--- src/rtl/loader_pkg.sv ---
// Shared types and constants for the INSTMEM boot loader.
// State encoding, default memory depth and length-field width.
package loader_pkg;

    typedef enum logic [2:0] {
        S_IDLE = 3'd0,
        S_LEN0 = 3'd1,
        S_LEN1 = 3'd2,
        S_DATA = 3'd3,
        S_DONE = 3'd4,
        S_ERR  = 3'd5
    } state_e;

    localparam int DEPTH_WORDS_DEF = 1024;
    localparam int LEN_W           = 16;
    localparam int BYTE_CNT_W      = 2;

    // States in which the loader drives byte_ready and busy.
    function automatic logic is_loading(input state_e s);
        return (s == S_LEN0) || (s == S_LEN1) || (s == S_DATA);
    endfunction

endpackage

--- src/rtl/byte_packer.sv ---
// Packs four little-endian stream bytes into one 32-bit word.
// word/word_ready are valid in the cycle the 4th byte is accepted.
module byte_packer
    import loader_pkg::*;
(
    input  logic        clk,
    input  logic        rst,
    input  logic        clear,
    input  logic        byte_en,
    input  logic [7:0]  byte_in,
    output logic        word_ready,
    output logic [31:0] word
);

    logic [31:0]           shift_q;
    logic [31:0]           shift_d;
    logic [BYTE_CNT_W-1:0] cnt_q;

    // Shift right so the first byte of a word ends up in [7:0].
    assign shift_d    = {byte_in, shift_q[31:8]};
    assign word       = shift_d;
    assign word_ready = byte_en && (cnt_q == 2'd3);

    always_ff @(posedge clk) begin
        if (rst || clear) begin
            shift_q <= '0;
            cnt_q   <= '0;
        end else if (byte_en) begin
            shift_q <= shift_d;
            cnt_q   <= cnt_q + 2'd1;
        end
    end

endmodule

--- src/rtl/instmem_loader.sv ---
// Boot loader: streams a length-prefixed image into INSTMEM and
// holds the core in reset until the whole image is written.
module instmem_loader
    import loader_pkg::*;
#(
    parameter int DEPTH_WORDS = DEPTH_WORDS_DEF,
    parameter int ADDR_W      = 12
) (
    input  logic              CLK100MHZ,
    input  logic              rst,
    input  logic              start,
    input  logic              byte_valid,
    input  logic [7:0]        byte_data,
    output logic              byte_ready,
    output logic              im_wr_en,
    output logic [ADDR_W-1:0] im_wr_addr,
    output logic [31:0]       im_wr_data,
    output logic              core_nrst,
    output logic              busy,
    output logic              done,
    output logic              err
);

    localparam int IDX_W = $clog2(DEPTH_WORDS) + 1;
    localparam logic [LEN_W-1:0] DEPTH_L = LEN_W'(DEPTH_WORDS);

    state_e             state_q;
    state_e             state_d;
    logic [LEN_W-1:0]   len_q;
    logic [LEN_W-1:0]   len_in;
    logic [IDX_W-1:0]   word_idx_q;
    logic               byte_ready_q;
    logic               im_wr_en_q;
    logic [ADDR_W-1:0]  im_wr_addr_q;
    logic [31:0]        im_wr_data_q;
    logic               core_nrst_q;
    logic               busy_q;
    logic               done_q;
    logic               err_q;

    logic               accept;
    logic               enter_len0;
    logic               pack_en;
    logic               word_ready;
    logic [31:0]        word;
    logic               last_word;

    assign accept     = byte_valid && byte_ready_q;
    assign len_in     = {byte_data, len_q[7:0]};
    assign pack_en    = accept && (state_q == S_DATA);
    assign last_word  = (LEN_W'(word_idx_q) == len_q - 16'd1);
    assign enter_len0 = start && ((state_q == S_IDLE) ||
                                  (state_q == S_DONE) ||
                                  (state_q == S_ERR));

    byte_packer u_packer (
        .clk        (CLK100MHZ),
        .rst        (rst),
        .clear      (enter_len0),
        .byte_en    (pack_en),
        .byte_in    (byte_data),
        .word_ready (word_ready),
        .word       (word)
    );

    always_comb begin
        state_d = state_q;
        unique case (state_q)
            S_IDLE, S_DONE, S_ERR: begin
                if (start) state_d = S_LEN0;
            end
            S_LEN0: begin
                if (accept) state_d = S_LEN1;
            end
            S_LEN1: begin
                if (accept) begin
                    if (len_in == '0)
                        state_d = S_DONE;
                    else if (len_in > DEPTH_L)
                        state_d = S_ERR;
                    else
                        state_d = S_DATA;
                end
            end
            S_DATA: begin
                if (word_ready && last_word) state_d = S_DONE;
            end
            default: state_d = S_IDLE;
        endcase
    end

    // Status outputs are registered from the next state so they
    // change on the same edge as the state itself.
    always_ff @(posedge CLK100MHZ) begin
        if (rst) begin
            state_q      <= S_IDLE;
            len_q        <= '0;
            word_idx_q   <= '0;
            byte_ready_q <= 1'b0;
            im_wr_en_q   <= 1'b0;
            im_wr_addr_q <= '0;
            im_wr_data_q <= '0;
            core_nrst_q  <= 1'b0;
            busy_q       <= 1'b0;
            done_q       <= 1'b0;
            err_q        <= 1'b0;
        end else begin
            state_q      <= state_d;
            byte_ready_q <= is_loading(state_d);
            busy_q       <= is_loading(state_d);
            done_q       <= (state_d == S_DONE);
            err_q        <= (state_d == S_ERR);
            core_nrst_q  <= (state_d == S_DONE);
            im_wr_en_q   <= 1'b0;

            if (state_q == S_LEN0 && accept)
                len_q[7:0] <= byte_data;

            if (state_q == S_LEN1 && accept) begin
                len_q[15:8] <= byte_data;
                word_idx_q  <= '0;
            end

            if (state_q == S_DATA && word_ready) begin
                im_wr_en_q   <= 1'b1;
                im_wr_addr_q <= {word_idx_q[ADDR_W-3:0], 2'b00};
                im_wr_data_q <= word;
                word_idx_q   <= word_idx_q + IDX_W'(1);
            end
        end
    end

    assign byte_ready = byte_ready_q;
    assign im_wr_en   = im_wr_en_q;
    assign im_wr_addr = im_wr_addr_q;
    assign im_wr_data = im_wr_data_q;
    assign core_nrst  = core_nrst_q;
    assign busy       = busy_q;
    assign done       = done_q;
    assign err        = err_q;

endmodule

--- config.mk ---
export PLATFORM = sky130hd
export DESIGN_NAME = instmem_loader
export DESIGN_NICKNAME = d
export VERILOG_FILES = /design/src/rtl/loader_pkg.sv /design/src/rtl/byte_packer.sv /design/src/rtl/instmem_loader.sv
export SDC_FILE = /design/constraint.sdc
export NUM_CORES = 1
export LEC_CHECK = 0
export ABC_CLOCK_PERIOD_IN_PS = 2290
export CAP_MARGIN = 20
export CORE_MARGIN = 2
export CORE_UTILIZATION = 49
export DETAILED_ROUTE_END_ITERATION = 7
export PLACE_DENSITY = 0.74
export SETUP_SLACK_MARGIN = 0.1
export SLEW_MARGIN = 20
export SYNTH_ARGS = -nofsm -noshare
export SYNTH_HDL_FRONTEND = slang
export SYNTH_SLANG_ARGS = --single-unit
--- constraint.sdc ---
create_clock -name CLK100MHZ -period 2.29 [get_ports CLK100MHZ]
set_input_delay 0.3435 -clock CLK100MHZ [delete_from_list [all_inputs] [get_ports CLK100MHZ]]
set_output_delay 0.3435 -clock CLK100MHZ [all_outputs]
set_load 0.03 [all_outputs]
After elaboration in Yosys (flattened, before gate mapping) --
Cells that the tools add are included. Widths: inputs -> output; s select.
Storage, ports and cells: register bits 110, input port bits 12, output and inout bits 50, word-level logic and storage cells 55
Operators by class: add/sub/neg operators 3, $lt $le $gt $ge 1, equal/unequal tests 12, multiplexer cells 10, reductions and logical operators 17
Operators with widths (count):
- $mux 11 | 2
- $mux 3 | 6
- $eq 11x16->1 | 1
- $gt 16x11->1 const B | 1
- $logic_not 16->1 | 1
- $sub 16x1->16 const B | 1
- $eq 3x2->1 const B | 4
- $eq 3x3->1 const B | 4
- $pmux 3 s4 | 1
- $add 11x1->11 const B | 1
- $logic_and 1x1->1 | 8
- $eq 3x1->1 const B | 2
- $logic_or 1x1->1 | 5
- $logic_not 3->1 | 1
- $reduce_or 3->1 | 1
- $add 2x1->2 const B | 1
- $eq 2x2->1 const B | 1
- $reduce_bool 2->1 | 1
- $mux 1 | 1

Longest topological paths before layout --
Gate-level depths: netlist of the first run.
depth in word-level cells 9, depth in mapped cells 11, depth with buffers taken out 9

Cells and area by module --
A second synthesis of the first run with hierarchy kept.
Unflattened totals: cells, all modules 523, area, all modules 4444.3 µm²
By module, submodules not included:
- instmem_loader | times used 1, cells an instance 428, area an instance 3404.5 µm², sequential area each 1521.5 µm²
- byte_packer | times used 1, cells an instance 95, area an instance 1039.7 µm², sequential area each 520.5 µm²

Worst setup path after synthesis of the first run --
No wires, ideal clock.
path kind reg-to-reg, from register len_q[0], to register busy_q, in the netlist busy, library setup time 0.078 ns, arrival time 2.184 ns, data required time 2.212 ns, setup slack 0.028 ns, stages on the path, launching flop included 12, path buffers 2, clock period less this slack 2.262 ns, path through dfxtp_1 > buf_6 > inv_1 > ha_1 > clkbuf_1 > nor2b_1 > nand3_1 > xnor2_1 > or3_1 > o31ai_1 > nor3_1 > nor3_1
Between the ends: longest elaborated chain between the ends 8, elaborated cells between the ends (all ways) 15, classes of those cells 1 x add/sub; 1 x order compare; 4 x eq/ne; 5 x mux; 4 x reduce/logical
Ends and longest elaborated chain:
- start, declared | line instmem_loader.sv:29 | logic [LEN_W-1:0] len_q;
- start signal, assigned | line instmem_loader.sv:117 | len_q[7:0] <= byte_data;
- $sub 16x1->16 / $gt 16x11->1 (equally long branches) | line instmem_loader.sv:51, instmem_loader.sv:79
- $eq 11x16->1 / $mux 3 (equally long branches) | line instmem_loader.sv:51, instmem_loader.sv:79
- $logic_and 1x1->1 / $mux 3 (equally long branches) | line instmem_loader.sv:86, instmem_loader.sv:77
- $mux 3 (on tied branches) | line instmem_loader.sv:86, instmem_loader.sv:76
- $pmux 3 s4 * | line instmem_loader.sv:68 | unique case (state_q)
- $eq 3x1->1 / $eq 3x2->1 (equally long branches) | line loader_pkg.sv:20 | return (s == S_LEN0) || (s == S_LEN1) || (s == S_DATA);
- $logic_or 1x1->1 | line loader_pkg.sv:20
- $logic_or 1x1->1 * | line loader_pkg.sv:20
- end signal, assigned | line instmem_loader.sv:110 | busy_q <= is_loading(state_d);
- end, declared | line instmem_loader.sv:37 | logic busy_q;
Mark *: on every way between the ends. The rest lies on a longest branch, timed or not. A chain may end at the register's enable or synchronous reset.

Worst setup path after layout of the first run --
from register len_q[0], to register err_q, in the netlist err
Between the ends: longest elaborated chain between the ends 6, elaborated cells between the ends (all ways) 11, classes of those cells 1 x add/sub; 1 x order compare; 2 x eq/ne; 5 x mux; 2 x reduce/logical
Ends and longest elaborated chain:
- $sub 16x1->16 / $gt 16x11->1 (equally long branches) | line instmem_loader.sv:51, instmem_loader.sv:79
- $eq 11x16->1 / $mux 3 (equally long branches) | line instmem_loader.sv:51, instmem_loader.sv:79
- $logic_and 1x1->1 / $mux 3 (equally long branches) | line instmem_loader.sv:86, instmem_loader.sv:77
- $mux 3 (on tied branches) | line instmem_loader.sv:86, instmem_loader.sv:76
- $pmux 3 s4 * | line instmem_loader.sv:68
- $eq 3x3->1 * | line instmem_loader.sv:112 | err_q <= (state_d == S_ERR);
- end signal, assigned | line instmem_loader.sv:112
- end, declared | line instmem_loader.sv:39 | logic err_q;
Marked as above.

==> results.md, run 1 <==
- Antenna violation net count after detailed routing: 0
- Clock H-tree levels: 3
- Average vias per placed instance: 5.52
- Buffers & Inverters on Critical Path: 1
- Result of the run: finished, final reports clean
- Synthesized netlist cell count: 568
- Leakage power total: 1.92 nW
- Setup repair after global routing missed its margin: true
- Cell chain of the critical path: buf_6 > or4_4 > o21ai_2 > nor3b_2 > and4_1 > nand4_1 > a21oi_2 > nor3b_2
- TritonCTS sink count: 102
- Number of search-and-repair iterations in the first detailed-routing pass: 5
- Clock slew seen by the registers of the worst setup and hold paths: 0.10 ns
- Clk buf depth: 2
- Most Frequent Cell on Critical Path: sky130_fd_sc_hd__nor3b_2
- Power density over the cells: 575 nW/um^2
- Kind of cell adding the most delay to the critical path: simple AND/OR/NAND/NOR gates
- Worst Path Max Fanout: 6
- Via count: 4097
- First-iteration detailed-routing DRC count: 222
- Fin. max-slew vios: 0
- Most used flip-flop cell after synthesis: sky130_fd_sc_hd__dfxtp_1
- Finished layout cell area: 5570 um^2
- Post-Route Skew: 0.0108 ns
- Number of failing hold endpoints at the final stage: 0
- Share of post-route cells with drive strength above 1: 14.4%
- Count of endpoints failing setup in the final report: 0
- Core box area: 8760 um^2
- Required @ worst endpoint: 2.58 ns
- Number of antenna violations at the first check in global routing: 0
- Row cnt: 34
- Number of enable flip-flop cells after synthesis: 0
- Met1 Track Usage GR: 32.4%
- Share of the yosys chip area belonging to registers: 46.0%
- Data arrival at the endpoint of the critical path: 2.51 ns
- Vias in the first global route: 3824
- Post-route total power: 0.00320 W
- Total gr overflow: 0
- Cell count after placement: 720
- Count of port buffers added during placement: 59
- Ant. Diodes: 0
- Effective utilization at floorplan: 50.7%
- Met2 track utilization from global routing: 36.5%
- Yosys cell types: 61
- Largest vdd supply drop: 406 uV
- Layer carrying the most global-route usage: met2
- Cells taking the most area after synthesis: sky130_fd_sc_hd__dfxtp_1, sky130_fd_sc_hd__nand2_1, sky130_fd_sc_hd__a21oi_1
- Master cell of the clock root buffer: sky130_fd_sc_hd__clkbuf_8
- Fraction of registers with async set/reset: 0%
- Maximum number of pins on one net before global-route repair: 75
- Worst skew pair latency: 0.36 ns
- Share of total power in sequential cells: 56.2%
- Clock network fraction of design power: 35.1%
- Min-Delay Path Class: reg2reg
- Cts bufs inserted: 9
- Worst relative slew slack: 64.7%
- Switching component of the power: 0.000841 W
- Horiz. Die Dim: 99.2 um
- Int Power: 0.00236 W
- Sw Ratio: 26.3%
- Gpl congestion: 0.918
- Post-layout min period: 2.22 ns
- Routed len/inst: 14.8 um
- Crit path kind: reg2reg
- Slowest cell on the critical path: sky130_fd_sc_hd__or4_4
- Biggest cell delay along the critical path: 0.55 ns
- Detailed-route DRC error count: 0
- Area share of the leading cell type in the synthesized netlist: 46.0%
- Combinational cell fraction of total power: 8.8%
- Critical path endpoint category: register
- Wire length of the first global-routing pass: 18400 um
- Summed instance area of the synthesized netlist: 4440 um^2
- Transition time at the pin with the least slew margin: 0.529 ns
- Max-capacitance violation count: 0
- Sum of routed wire length over all layers: 11000 um
- Post-synthesis sequential element count: 102
- Final Non-Filler Cells: 742
- Final worst path period share: 96.9%
- Library cell with the largest summed area after synthesis: sky130_fd_sc_hd__dfxtp_1
- Mean Syn Cell Area: 7.82 um^2
- Half-perimeter wire length of the detailed placement result: 7690 um
- Final #Nets: 644
- Startpoint types: register
- Die outline height: 99.2 um
- Global-route track usage on met3: 3.23%
- Boundary pin count: 62
- Area added between synthesis and finish: 25.4%
- Combined global-route utilization of all metal layers: 22.7%
- Standard cell area after detailed placement: 5200 um^2
- Yosys warns: 0
- Highest Clock Rate: 450 MHz
- CTS tree: done
- Overall die area: 9840 um^2
## worst paths after layout
| path | start | end | slack, ns | cells after the start |
|---|---|---|---|---|
| worst max-delay path | len_q[0]$_SDFFE_PP0P_ | err$_SDFF_PP0_ | 0.07 | 8 |
| worst min-delay path | im_wr_addr[8]$_SDFFE_PP0P_ | im_wr_addr[8]$_SDFFE_PP0P_ | 0.46 | 2 |
| worst max register to register | len_q[0]$_SDFFE_PP0P_ | err$_SDFF_PP0_ | 0.07 | 8 |
| worst min register to register | im_wr_addr[8]$_SDFFE_PP0P_ | im_wr_addr[8]$_SDFFE_PP0P_ | 0.46 | 2 |
## final cells by class
| class | instances | area [um^2] |
|---|---|---|
| Timing Repair Buffer | 93 | 866 |
| Tap cell | 108 | 135 |
| Clock buffer | 10 | 138 |
| Fill cell | 747 | 3190 |
| Inverter | 7 | 26.3 |
| Sequential cell | 102 | 2050 |
| Clock inverter | 6 | 65.1 |
| Multi-Input combinational cell | 416 | 2290 |
## tightest hold or removal path, stage by stage (launching register included)
cell and delay (ns):
sky130_fd_sc_hd__dfxtp_1 0.32, sky130_fd_sc_hd__nand2_1 0.05, sky130_fd_sc_hd__a21oi_1 0.05
## metrics by stage
stage	TNS, ns	hold slack [ns]	setup slack (ns)	util, %
floorplan	0	0.413	0.110	-
global placement	-0.0612	0.440	-0.0297	59.3
detailed placement	-0.353	0.446	-0.164	59.3
CTS	0	0.461	0.103	62.1
global route	-0.0316	0.476	-0.0187	63.6
finish	0	0.458	0.0701	63.6
## flip-flops by register name, indices dropped and copies added (netlist names)
name              cells
busy                  1
done                  1
err                   1
im_wr_addr           10
im_wr_data           32
im_wr_en              1
len_q                16
state_q               3
u_packer.cnt_q        2
u_packer.shift_q     24
word_idx_q           11
## placed cells by master (no fill, tap or decap), types with 8 or more instances in the layout
cell                                n
sky130_fd_sc_hd__a21oi_1           90
sky130_fd_sc_hd__mux2i_1            8
sky130_fd_sc_hd__nor3_1            10
sky130_fd_sc_hd__nor2_1            29
sky130_fd_sc_hd__buf_4             28
sky130_fd_sc_hd__clkbuf_8          10
sky130_fd_sc_hd__dfxtp_1           96
sky130_fd_sc_hd__nand2_1          160
sky130_fd_sc_hd__clkdlybuf4s50_1   58
sky130_fd_sc_hd__nand3_1           13
## per-layer routing
layer	share of wire [%]	vias to the layer above	routed length [um]
met2	46	121	5100
met3	5.7	13	625
met4	1.1	0	124
met5	0	-	0
met1	47	1922	5170
li1	-	2041	-
## cell families after synthesis
family / after synthesis / synth area share, %
AND/OR/NAND/NOR: 263 / 27.1
AO/OA/AOI/OAI: 127 / 16.4
flip-flops: 102 / 46.0
buffers and inverters: 51 / 5.15
XOR/XNOR: 12 / 2.37
multiplexers: 9 / 2.06
adder cells (fa/ha/maj): 3 / 0.845
other: 1 / 0.0844
## synthesized netlist by cell type (3+ instances only)
library cell	count
sky130_fd_sc_hd__nand2_1	160
sky130_fd_sc_hd__dfxtp_1	102
sky130_fd_sc_hd__a21oi_1	90
sky130_fd_sc_hd__nor2_1	31
sky130_fd_sc_hd__clkbuf_1	29
sky130_fd_sc_hd__nor3_1	14
sky130_fd_sc_hd__nand3_1	13
sky130_fd_sc_hd__mux2i_1	8
sky130_fd_sc_hd__o21ai_0	8
sky130_fd_sc_hd__inv_1	7
sky130_fd_sc_hd__xnor2_1	7
sky130_fd_sc_hd__buf_2	6
sky130_fd_sc_hd__nor3b_1	6
sky130_fd_sc_hd__nand4_1	5
sky130_fd_sc_hd__xor2_1	5
sky130_fd_sc_hd__a211oi_1	4
sky130_fd_sc_hd__buf_4	4
sky130_fd_sc_hd__and3_1	3
sky130_fd_sc_hd__buf_1	3
sky130_fd_sc_hd__ha_1	3
sky130_fd_sc_hd__nor4_1	3
sky130_fd_sc_hd__o211ai_1	3
sky130_fd_sc_hd__or3_1	3
sky130_fd_sc_hd__or4_1	3
## repair_timing
item                                    CTS  global route
cloned                                    0             1
resized for setup                        11            22
hold buffers                              0             0
pin swaps                                 3             7
buffers inserted                          0             5
endpoints found under the setup margin    5             8
## power by group through the flow
stage / clock network [W] / logic [W] / registers, W
after CTS: 0.00115 / 0.000254 / 0.00180
final: 0.00112 / 0.000280 / 0.00180
after detailed placement: 0 / 0.000249 / 0.00184
after global placement: 0 / 0.000243 / 0.00184
after global routing: 0.00123 / 0.000305 / 0.00180
after floorplan: 0 / 0.000161 / 0.00184
No activity file was read; power rests on OpenSTA's default activity.
==> inputs of run 2 (changes only) <==
--- a/config.mk
+++ b/config.mk
@@ -9,6 +9,7 @@
 export CAP_MARGIN = 20
 export CORE_MARGIN = 2
 export CORE_UTILIZATION = 49
+export CTS_CLUSTER_SIZE = 10
 export DETAILED_ROUTE_END_ITERATION = 7
 export PLACE_DENSITY = 0.74
 export SETUP_SLACK_MARGIN = 0.1
==> results of run 2 <==
Same layout as run 1: the final DEF is identical, and so are final timing and power.
==> inputs of run 3 (changes only) <==
--- a/config.mk
+++ b/config.mk
@@ -9,10 +9,12 @@
 export CAP_MARGIN = 20
 export CORE_MARGIN = 2
 export CORE_UTILIZATION = 49
+export CTS_BUF_LIST = sky130_fd_sc_hd__clkbuf_16
 export CTS_CLUSTER_SIZE = 10
 export DETAILED_ROUTE_END_ITERATION = 7
 export PLACE_DENSITY = 0.74
 export SETUP_SLACK_MARGIN = 0.1
+export SKIP_CTS_REPAIR_TIMING = 1
 export SLEW_MARGIN = 20
 export SYNTH_ARGS = -nofsm -noshare
 export SYNTH_HDL_FRONTEND = slang
==> constraint.sdc (replaced) <==
create_clock -name CLK100MHZ -period 2.29 [get_ports CLK100MHZ]
set_input_delay 0.3435 -clock CLK100MHZ [delete_from_list [all_inputs] [get_ports CLK100MHZ]]
set_output_delay 0.3435 -clock CLK100MHZ [all_outputs]
set_load 0.01 [all_outputs]
==> run 3 against run 2 <==
Effect of this change:
- flip-flop and latch count is the same
- non-clock buffer count shrank 2
- count of clock-buffer cells in the layout shrank 1
- worst setup slack lost 0.024 ns
- sequential power is essentially flat
- sequential share of layout area shrank 0.35 points
- via count grew 0.81%
- largest cell class unchanged
- highest routed layer unchanged
- die area is the same
- design area grew 0.72%
- routed wire length is essentially flat
- maximum frequency shrank 1.1%
==> results.md, run 3 (synthesized netlist as in run 1, its figures left out) <==
- Final #Nets: 642
- Via count: 4130
- Result of the run: finished, final reports clean
- Worst Path Max Fanout: 7
- Row cnt: 34
- Data arrival at the endpoint of the critical path: 2.52 ns
- Crit path kind: reg2reg
- Sw Ratio: 25.0%
- Count of endpoints failing setup in the final report: 0
- Half-perimeter wire length of the detailed placement result: 7690 um
- Met1 Track Usage GR: 32.5%
- Post-layout min period: 2.24 ns
- Min-Delay Path Class: reg2reg
- Gpl congestion: 0.918
- Final worst path period share: 98.0%
- Highest Clock Rate: 446 MHz
- Ant. Diodes: 0
- Clock slew seen by the registers of the worst setup and hold paths: 0.07 ns
- Master cell of the clock root buffer: sky130_fd_sc_hd__clkbuf_16
- Overall die area: 9840 um^2
- Cts bufs inserted: 9
- Standard cell area after detailed placement: 5200 um^2
- Fin. max-slew vios: 0
- Maximum number of pins on one net before global-route repair: 75
- Die outline height: 99.2 um
- Wire length of the first global-routing pass: 18400 um
- Clk buf depth: 2
- TritonCTS sink count: 102
- Total gr overflow: 0
- Worst skew pair latency: 0.34 ns
- Area added between synthesis and finish: 26.3%
- Flip-flop count of the largest register after layout: 32
- Average vias per placed instance: 5.58
- CTS tree: done
- Area of the multi-input gates: 2260 um^2
- Horiz. Die Dim: 99.2 um
- Post-Route Skew: 0.00594 ns
- Number of search-and-repair iterations in the first detailed-routing pass: 5
- First-iteration detailed-routing DRC count: 264
- Fill cells: 744
- Cell count after placement: 720
- Global-route track usage on met3: 3.44%
- Power density over the cells: 633 nW/um^2
- Combined global-route utilization of all metal layers: 22.7%
- Core box area: 8760 um^2
- Combinational cell fraction of total power: 7.4%
- Count of port buffers added during placement: 59
- Max-capacitance violation count: 0
- Antenna violation net count after detailed routing: 0
- Finished layout cell area: 5610 um^2
- Critical path endpoint category: register
- Required @ worst endpoint: 2.56 ns
- Storage element area: 2050 um^2
- Effective utilization at floorplan: 50.7%
- Layer carrying the most global-route usage: met2
- Worst setup slack after layout: 0.0461 ns
- Post-route total power: 0.00355 W
- Final Non-Filler Cells: 740
- Vias in the first global route: 3809
- Setup repair after global routing missed its margin: true
- Leakage power total: 1.94 nW
- Clock H-tree levels: 3
- Int Power: 0.00266 W
- Sum of routed wire length over all layers: 11000 um
- Share of total power in sequential cells: 50.6%
- Detailed-route DRC error count: 0
- Worst Hold Margin: 0.454 ns
- Switching component of the power: 0.000889 W
- Startpoint types: register
- Highest-count cells in the layout ignoring fill and taps: sky130_fd_sc_hd__nand2_1, sky130_fd_sc_hd__dfxtp_1, sky130_fd_sc_hd__a21oi_1
- Routed len/inst: 14.9 um
- Boundary pin count: 62
- Setup slack at placement: -0.164 ns
- Largest vdd supply drop: 470 uV
- Share of post-route cells with drive strength above 1: 13.3%
- Worst relative slew slack: 64.5%
- Transition time at the pin with the least slew margin: 0.533 ns
- Number of failing hold endpoints at the final stage: 0
- Most frequent standard cell in the layout excluding fill and tap cells: sky130_fd_sc_hd__nand2_1
- Met2 track utilization from global routing: 36.1%
- Clock network fraction of design power: 42.0%
- Number of antenna violations at the first check in global routing: 0
run 3: metal layers:
| metal | up-vias | share of wire, % |
|---|---|---|
| met5 | - | 0 |
| li1 | 2046 | - |
| met4 | 0 | 1.1 |
| met2 | 124 | 46 |
| met3 | 10 | 5.3 |
| met1 | 1950 | 48 |
run 3: path summary, 6_finish.rpt:
path / slack, ns / depth (start not counted) / endpoint / from
hold / removal: 0.45 / 2 / im_wr_addr[6]$_SDFFE_PP0P_ / im_wr_addr[6]$_SDFFE_PP0P_
setup reg to reg: 0.05 / 8 / done$_SDFF_PP0_ / len_q[0]$_SDFFE_PP0P_
hold reg to reg: 0.45 / 2 / im_wr_addr[6]$_SDFFE_PP0P_ / im_wr_addr[6]$_SDFFE_PP0P_
setup / recovery: 0.05 / 8 / done$_SDFF_PP0_ / len_q[0]$_SDFFE_PP0P_
run 3: critical path, stage by stage, from the launching register on:
cell and delay (ns):
sky130_fd_sc_hd__dfxtp_1 0.31, sky130_fd_sc_hd__buf_4 0.16, sky130_fd_sc_hd__or4_4 0.55, sky130_fd_sc_hd__o21ai_1 0.14, sky130_fd_sc_hd__nor3b_2 0.18, sky130_fd_sc_hd__and4_1 0.22
sky130_fd_sc_hd__nand4_1 0.20, sky130_fd_sc_hd__a21oi_2 0.23, sky130_fd_sc_hd__nor3b_2 0.18
run 3: cell type report:
cell class	instances	area share (%)
clock buffers	9	4.01
clock inverters	7	1.23
inverters	7	0.468
multi-input cells	416	40.3
flip-flops and latches	102	36.5
well taps	108	2.41
repair buffers	91	15.0
run 3: power by group through the flow:
stage	logic, W	clock network, W	registers [W]
global route	0.000288	0.00159	0.00180
CTS	0.000240	0.00151	0.00180
detailed placement	0.000239	0	0.00184
floorplan	0.000155	0	0.00183
finish	0.000265	0.00149	0.00180
global placement	0.000233	0	0.00184
run 3: metrics by stage:
step | TNS [ns] | utilization (%)
final | 0 | 64.0
after global routing | -0.115 | 64.0
after CTS | -0.0258 | 62.7
after detailed placement | -0.353 | 59.3
after global placement | -0.0612 | 59.3
after floorplan | 0 | -
